`config.mk`:
```
export PLATFORM = sky130hd
export DESIGN_NAME = systolic_frame_tx
export DESIGN_NICKNAME = d
export VERILOG_FILES = /design/src/rtl/systolic_frame_tx.sv
export SDC_FILE = /design/constraint.sdc
export NUM_CORES = 1
export LEC_CHECK = 0
export ABC_AREA = 1
export CAP_MARGIN = 10
export CORE_ASPECT_RATIO = 1.5
export CORE_MARGIN = 2
export CORE_UTILIZATION = 45
export DETAILED_ROUTE_END_ITERATION = 16
export GPL_TIMING_DRIVEN = 0
export PLACE_DENSITY = 0.69
export SYNTH_ARGS = -nofsm -noshare
export SYNTH_HDL_FRONTEND = slang
export SYNTH_SLANG_ARGS = --single-unit
export TNS_END_PERCENT = 20
```
`constraint.sdc`:
```
create_clock -name clk -period 3.7 [get_ports clk]
set_input_delay 0.555 -clock clk [delete_from_list [all_inputs] [get_ports clk]]
set_output_delay 0.555 -clock clk [all_outputs]
set_load 0.005 [all_outputs]
```
`src/rtl/systolic_frame_tx.sv`:
```
// rtl/systolic_frame_tx.sv - host-side 4-beat nibble-serial systolic link transmitter
//
// Accepts parallel word sets (16-bit column, 16-bit row, 4-bit column ctrl,
// 4-bit row ctrl) over a valid/ready handshake into a small FIFO, and
// serializes one set per 4-cycle frame, MSB nibble / ctrl bit 3 first, onto
// the first tile's input pins. Frames with no queued set are sent as idle
// (all-zero) frames.
//
// Optional feature macro: SYSTOLIC_TX_UNDERRUN_CNT_EN adds the CNT_W
// parameter and the underrun_cnt output.
//
// Ports:
//   clk           in   clock, all state on posedge
//   rst_n         in   synchronous active-low reset (shared with the tile)
//   in_valid      in   word set offered
//   in_ready      out  FIFO can accept (not full)
//   in_col        in   [15:0] column word
//   in_row        in   [15:0] row word
//   in_col_ctrl   in   [3:0]  column ctrl bits, bit 3 sent on beat 0
//   in_row_ctrl   in   [3:0]  row ctrl bits, bit 3 sent on beat 0
//   col_nib       out  [3:0]  to tile ui_in[7:4]
//   row_nib       out  [3:0]  to tile ui_in[3:0]
//   col_ctrl      out  to tile uio_in[3]
//   row_ctrl      out  to tile uio_in[2]
//   beat          out  [1:0]  current beat, matches the tile's frame count
//   frame_start   out  high when beat == 0
//   frame_live    out  current frame carries a queued word set
//   fifo_level    out  occupied FIFO entries, 0..FIFO_DEPTH
//   underrun_cnt  out  [CNT_W-1:0] idle frames sent after traffic began (macro only)

module systolic_frame_tx #(
  parameter int FIFO_DEPTH = 2
`ifdef SYSTOLIC_TX_UNDERRUN_CNT_EN
  ,
  parameter int CNT_W      = 8
`endif
) (
  input  logic                        clk,
  input  logic                        rst_n,
  input  logic                        in_valid,
  output logic                        in_ready,
  input  logic [15:0]                 in_col,
  input  logic [15:0]                 in_row,
  input  logic [3:0]                  in_col_ctrl,
  input  logic [3:0]                  in_row_ctrl,
  output logic [3:0]                  col_nib,
  output logic [3:0]                  row_nib,
  output logic                        col_ctrl,
  output logic                        row_ctrl,
  output logic [1:0]                  beat,
  output logic                        frame_start,
  output logic                        frame_live,
  output logic [$clog2(FIFO_DEPTH):0] fifo_level
`ifdef SYSTOLIC_TX_UNDERRUN_CNT_EN
  ,
  output logic [CNT_W-1:0]            underrun_cnt
`endif
);

  localparam int AW = $clog2(FIFO_DEPTH);
  localparam int LW = AW + 1;
  localparam logic [LW-1:0] FULL_LVL = LW'(FIFO_DEPTH);

  typedef struct packed {
    logic [15:0] col;
    logic [15:0] row;
    logic [3:0]  cctl;
    logic [3:0]  rctl;
  } entry_t;

  entry_t          mem_q [FIFO_DEPTH];
  logic [AW-1:0]   wr_ptr_q, wr_ptr_d;
  logic [AW-1:0]   rd_ptr_q, rd_ptr_d;
  logic [LW-1:0]   level_q, level_d;
  logic [1:0]      beat_q, beat_d;
  entry_t          frame_q, frame_d;
  logic            live_q, live_d;

  entry_t          in_entry;
  logic            push;
  logic            load;
  logic            pop;

  assign in_entry = '{col: in_col, row: in_row, cctl: in_col_ctrl, rctl: in_row_ctrl};

  // No push-on-pop when full: in_ready depends only on the registered level.
  assign in_ready = (level_q != FULL_LVL);
  assign push     = in_valid && in_ready;
  // The frame register reloads on the edge that ends beat 3; a queued entry
  // is consumed there, otherwise an idle frame follows.
  assign load     = (beat_q == 2'd3);
  assign pop      = load && (level_q != '0);

  always_comb begin
    beat_d   = beat_q + 2'd1;
    wr_ptr_d = wr_ptr_q;
    rd_ptr_d = rd_ptr_q;
    level_d  = level_q;
    frame_d  = frame_q;
    live_d   = live_q;

    if (push) begin
      wr_ptr_d = wr_ptr_q + 1'b1;
    end
    if (pop) begin
      rd_ptr_d = rd_ptr_q + 1'b1;
    end

    case ({push, pop})
      2'b10:   level_d = level_q + 1'b1;
      2'b01:   level_d = level_q - 1'b1;
      default: level_d = level_q;
    endcase

    // The head is read from the registered array, so a set pushed on this
    // same edge cannot bypass into the frame even when the FIFO was empty.
    if (load) begin
      if (pop) begin
        frame_d = mem_q[rd_ptr_q];
      end else begin
        frame_d = '0;
      end
      live_d = pop;
    end
  end

  always_ff @(posedge clk) begin
    if (!rst_n) begin
      beat_q   <= 2'd0;
      wr_ptr_q <= '0;
      rd_ptr_q <= '0;
      level_q  <= '0;
      frame_q  <= '0;
      live_q   <= 1'b0;
    end else begin
      beat_q   <= beat_d;
      wr_ptr_q <= wr_ptr_d;
      rd_ptr_q <= rd_ptr_d;
      level_q  <= level_d;
      frame_q  <= frame_d;
      live_q   <= live_d;
    end
  end

  // Storage needs no reset: entries are only visible through level_q.
  always_ff @(posedge clk) begin
    if (rst_n && push) begin
      mem_q[wr_ptr_q] <= in_entry;
    end
  end

  // Lane outputs come straight from the frame register and beat counter,
  // so they are stable across the tile's sampling edge.
  assign col_nib     = frame_q.col[4'd15 - {beat_q, 2'b00} -: 4];
  assign row_nib     = frame_q.row[4'd15 - {beat_q, 2'b00} -: 4];
  assign col_ctrl    = frame_q.cctl[2'd3 - beat_q];
  assign row_ctrl    = frame_q.rctl[2'd3 - beat_q];
  assign beat        = beat_q;
  assign frame_start = (beat_q == 2'd0);
  assign frame_live  = live_q;
  assign fifo_level  = level_q;

`ifdef SYSTOLIC_TX_UNDERRUN_CNT_EN
  logic             started_q, started_d;
  logic [CNT_W-1:0] cnt_q, cnt_d;

  always_comb begin
    started_d = started_q;
    cnt_d     = cnt_q;
    if (push) begin
      started_d = 1'b1;
    end
    // Count idle-frame loads only once traffic has begun; saturate at all-ones.
    if (load && !pop && started_q && (cnt_q != '1)) begin
      cnt_d = cnt_q + 1'b1;
    end
  end

  always_ff @(posedge clk) begin
    if (!rst_n) begin
      started_q <= 1'b0;
      cnt_q     <= '0;
    end else begin
      started_q <= started_d;
      cnt_q     <= cnt_d;
    end
  end

  assign underrun_cnt = cnt_q;
`endif

endmodule

```
[Word-level counts from Yosys, hierarchy flattened]
Memories as Yosys holds them, arrays and structs flattened. A register that Yosys moved wholly into a read port is not among the register bits.
Index checks and enable logic that the tools add are counted.
Word-level totals
  input port bits: 43
  word-level logic and storage cells: 40
  RAM bits: 80
  memories kept: 1
  bits in registers: 47
Memory list
  mem_q: depth 2, bits a word 40, read ports 1, clocked after memory_dff 1, wr ports 1, line 71  | entry_t mem_q [FIFO_DEPTH];
Operators by class
  $add $sub $neg: 7
  eq/ne operators: 4
  order comparisons: 1
  reduce and logical (&&, ||, !) cells: 6
  shifts and indexed selects: 2
  muxes and demuxes: 10
Operators with widths (number)
  two-way mux 40 bit: 1
  variable part select 19 x 5 -> 4 bit: 2
  two-way mux 1 bit: 6
  adder 2 x 1 -> 2 bit (second input constant): 2
  binary-select mux 1 bit (select 2 bit): 2
  equality test 2 bit (second input constant): 2
  case mux 2 bit (2 select lines): 1
  nonzero test 2 bit: 2
  subtractor 4 bit (first input constant): 1
  logical AND 1 bit: 3
  less-than comparator 2 x 3 -> 1 bit (second input constant): 1
  adder 1 bit (second input constant): 2
  equality test 2 x 1 -> 1 bit (second input constant): 1
  logical NOT 2 bit: 1
  inequality test 2 bit (second input constant): 1
  subtractor 2 x 1 -> 2 bit (second input constant): 1
  subtractor 2 bit (first input constant): 1

[Logic depth before layout (Yosys ltp)]
  depth after elaboration: 5
  depth in mapped cells: 10
  gate-level depth less buffers: 9

[Worst setup path before layout]
OpenSTA, ideal clock, no wires.
  kind: flip-flop to flip-flop
  from: reg level_q[0], in the netlist fifo_level[0]
  to: mem mem_q[1][0] (netlist bit), enable pin
  arrival time: 3431 ps
  setup slack: -218 ps
  cell stages (with the launch flop): 5
  setup time: 487 ps
  clock period less this slack: 3918 ps
  path through: dfxtp_1 -> inv_1 -> nand2_1 -> nand2_1 -> nor3_1
Between the ends
  cells in the longest elaborated chain, start to end: 5
RTL lines
  start: declaration: line 74  | logic [LW-1:0] level_q, level_d;
  start signal: assignment: line 139  | level_q <= level_d;
  inequality test 2 bit: line 87  | assign in_ready = (level_q != FULL_LVL);
  net in_ready: line 41  | output logic in_ready,
  logical AND 1 bit: line 88  | assign push = in_valid && in_ready;
  logical AND 1 bit: line 147  | if (rst_n && push) begin
  two-way mux 1 bit: line 147
  two-way mux 1 bit (implied by the code): line 148  | mem_q[wr_ptr_q] <= in_entry;
  end: declaration: line 71
The timed path passes the listed nets, and every way through them passes these cells.

[Worst setup path in the final report]
  from: reg beat_q[1], in the netlist beat[1]
  to: out col_ctrl
Between the ends
  cells in the longest elaborated chain, start to end: 3
RTL lines
  start: declaration: line 75  | logic [1:0] beat_q, beat_d;
  start signal: assignment: line 136  | beat_q <= beat_d;
  subtractor 2 bit: line 156  | assign col_ctrl = frame_q.cctl[2'd3 - beat_q];
  binary-select mux 1 bit (select 2 bit): line 156
  two-way mux 1 bit (implied by the code): line 156
  end: declaration: line 48  | output logic col_ctrl,
Every way passes these cells. The select of a mux whose other input is x is not followed.

==> metrics.md <==
| Metric | Value |
|---|---|
| Status | `completed` |
| Area growth from synthesis to layout | `29.0%` |
| Die ar. | `12,000 µm²` |
| Worst vdd ir | `0.000350 V` |
| DP HPWL | `7.37 mm` |
| Share of cells above drive strength 1 | `0.141` |
| Synth Instances | `487` |
| Initial Util | `0.458` |
| Worst Skew | `8.20 ps` |
| Iter 0 DRT Violations | `215` |
| Worst setup EP type | `output pin` |
| Worst slew pin tran | `665 ps` |
| Nets | `614` |
| Vias/cell | `4.94` |
| Avg WL per Cell | `14.4 µm` |
| IO buf count | `59` |
| Final worst slack | `936 ps` |
| WP data required | `3140 ps` |
| Tmin final | `2760 ps` |
| Leak | `2.41 nW` |
| Synth top area cells | `edfxtp_1 48%, dfxtp_1 19%, nand2_1 16%` |
| FMAX | `362 MHz` |
| CP Max Fanout | `10` |
| Power per standard cell area | `538 nW/µm²` |
| Cell Area, Synth | `5010 µm²` |
| Grt total ovfl | `0` |
| Library cells used by synthesis | `20` |
| Antenna viol nets, final | `0` |
| RSZ-0062 raised after global routing | `false` |
| Multi-input gate area | `1470 µm²` |
| Synth cell count leaders | `210 x nand2_1, 80 x edfxtp_1, 48 x dfxtp_1, 30 x nor2_1` |
| Core Footprint | `10,900 µm²` |
| Pin count of the biggest net entering global routing | `27` |
| Ys flop type | `edfxtp_1` |
| Synth Area per Inst | `10.3 µm²` |
| # setup viols final | `0` |
| Ports | `60` |
| Clk sink count | `128` |
| Skew-Pair Late Insertion Delay | `410 ps` |
| Top-count cell post-synth | `nand2_1` |
| Max cap viols | `0` |
| Setup Fix Bufs, Post-CTS | `0` |
| Setup CP Type | `reg -> out` |
| Async set or reset register ratio after synthesis | `0` |
| Vias in the first global route | `3,646` |
| Placer congestion estimate | `0.771` |
| Post-synthesis sequential area ratio | `0.671` |
| #FFs+latches synth | `128` |
| H-tree Lvls | `4` |
| Crit share post-route | `0.747` |
| CP arrival | `2210 ps` |
| Dpl ws | `1170 ps` |
| Hold Path Class | `reg -> reg` |
| YS warnings | `0` |
| Syn Nets | `533` |
| Drt first pass iters | `4` |
| CTS clock-pin slew for the worst setup and hold paths | `60 ps` |
| Hold Fails Final Rpt | `0` |
| Die W | `90.2 µm` |
| Register Area | `3360 µm²` |
| Share of the synthesized area in the top cell type | `0.480` |
| Number of flops mapped to enable cells by yosys | `80` |
| Drt drc | `0` |
| Initial antenna violation count | `0` |
| Critical path startpoint category | `flip-flop` |
| Total wire length | `10.5 mm` |
| Synth area leader | `edfxtp_1` |
| Via count | `3,594` |
| Root Buffer | `clkbuf_16` |
| Relative slew margins | `0.555` |
| First-pass GRT wire length | `17.0 mm` |
| CTS tree | `done` |
| Max-slew violation count | `0` |
| Final core utilization | `0.591` |
| # resized after CTS | `0` |
| Ant. Diodes | `0` |
| Hold-fix buffers, CTS | `0` |
| Layout fillers | `925` |
| Tot GR Track Use | `0.182` |
| Final Total Pwr | `3.47 mW` |
| Cell row count | `47` |
| Die Span Y | `133 µm` |
| Worst-case clock buffer depth | `2` |
| CTS buffer count | `17` |
[path summary, 6_finish.rpt]
| kind | cells after the start | slack, ps | startpoint | to |
|---|---|---|---|---|
| worst min-delay path | 2 | 460 | frame_q[19] | frame_q[19] |
| worst min register to register | 2 | 460 | frame_q[19] | frame_q[19] |
| worst max-delay path | 5 | 940 | beat[1] | col_ctrl |
| worst max register to register | 5 | 1790 | fifo_level[0] | mem_q[1][31] |
[layout make-up]
type	count	area share
Multi-Input combinational cell	322	0.227
Clock buffer	27	0.0825
Sequential cell	128	0.521
Tap cell	147	0.0285
Clock inverter	5	0.00775
Buffer	27	0.0252
Inverter	10	0.00581
Timing Repair Buffer	62	0.103
[state kept, by name (all words and copies together) (netlist names), named ones only]
register    count
fifo_level      2
frame_live      1
wr_ptr_q        1
beat            2
frame_q        40
mem_q          80
rd_ptr_q        1
[layout by cell type (no fill, tap or decap)]
master,count
buf_12,1
nand3_1,1
edfxtp_1,80
a21oi_2,22
nor2_8,1
buf_4,4
o22ai_1,10
nor2_2,1
inv_1,7
buf_2,13
nand2_1,210
ha_1,3
nor2_1,29
clkinv_2,4
inv_2,3
clkbuf_8,7
o21ai_0,22
clkbuf_1,9
clkdlybuf4s50_1,59
clkbuf_16,17
buf_16,2
nand4_1,1
nor3_4,1
nor2_4,1
buf_6,4
a21oi_1,20
bufinv_16,1
dfxtp_1,48
[power breakdown]
part           switching [mW]  internal, mW  total [mW]
clock network           0.554          1.04        1.60
registers              0.0201          1.57        1.59
logic                   0.153         0.129       0.282
total                   0.726          2.75        3.47
[cell families (layout without fill, tap and decap cells)]
logic type / Yosys count / in the layout / share of synthesized area
AO/OA/AOI/OAI: 74 / 74 / 0.0929
adder cells (fa/ha/maj): 3 / 3 / 0.00749
buffers and inverters: 37 / 131 / 0.0400
flip-flops: 128 / 128 / 0.671
AND/OR/NAND/NOR: 245 / 245 / 0.188
[stage by stage]
step / hold WS (ps) / setup TNS [ps] / instances / cell area [µm²]
finish: 464 / 0 / 728 / 6460
global route: 487 / 0 / 728 / 6460
CTS: 466 / 0 / 728 / 6460
detailed placement: 456 / 0 / 696 / 5880
global placement: 453 / -44670 / 693 / 5790
floorplan: 441 / 0 / 487 / 5010
[routing by layer]
metal | vias up | track usage | part of all wire
met1 | 1713 | 0.191 | 0.39
met3 | 20 | 0.0419 | 0.032
met5 | - | 0 | 0
li1 | 1785 | - | -
met4 | 0 | 0.0872 | 0.025
met2 | 76 | 0.339 | 0.56
[critical path, stage by stage (launching register included)]
cell,delay [ps]
dfxtp_1,350
inv_1,80
clkbuf_1,370
o21ai_0,190
o22ai_1,240
clkdlybuf4s50_1,560
Power figures use the tool's default switching activity.
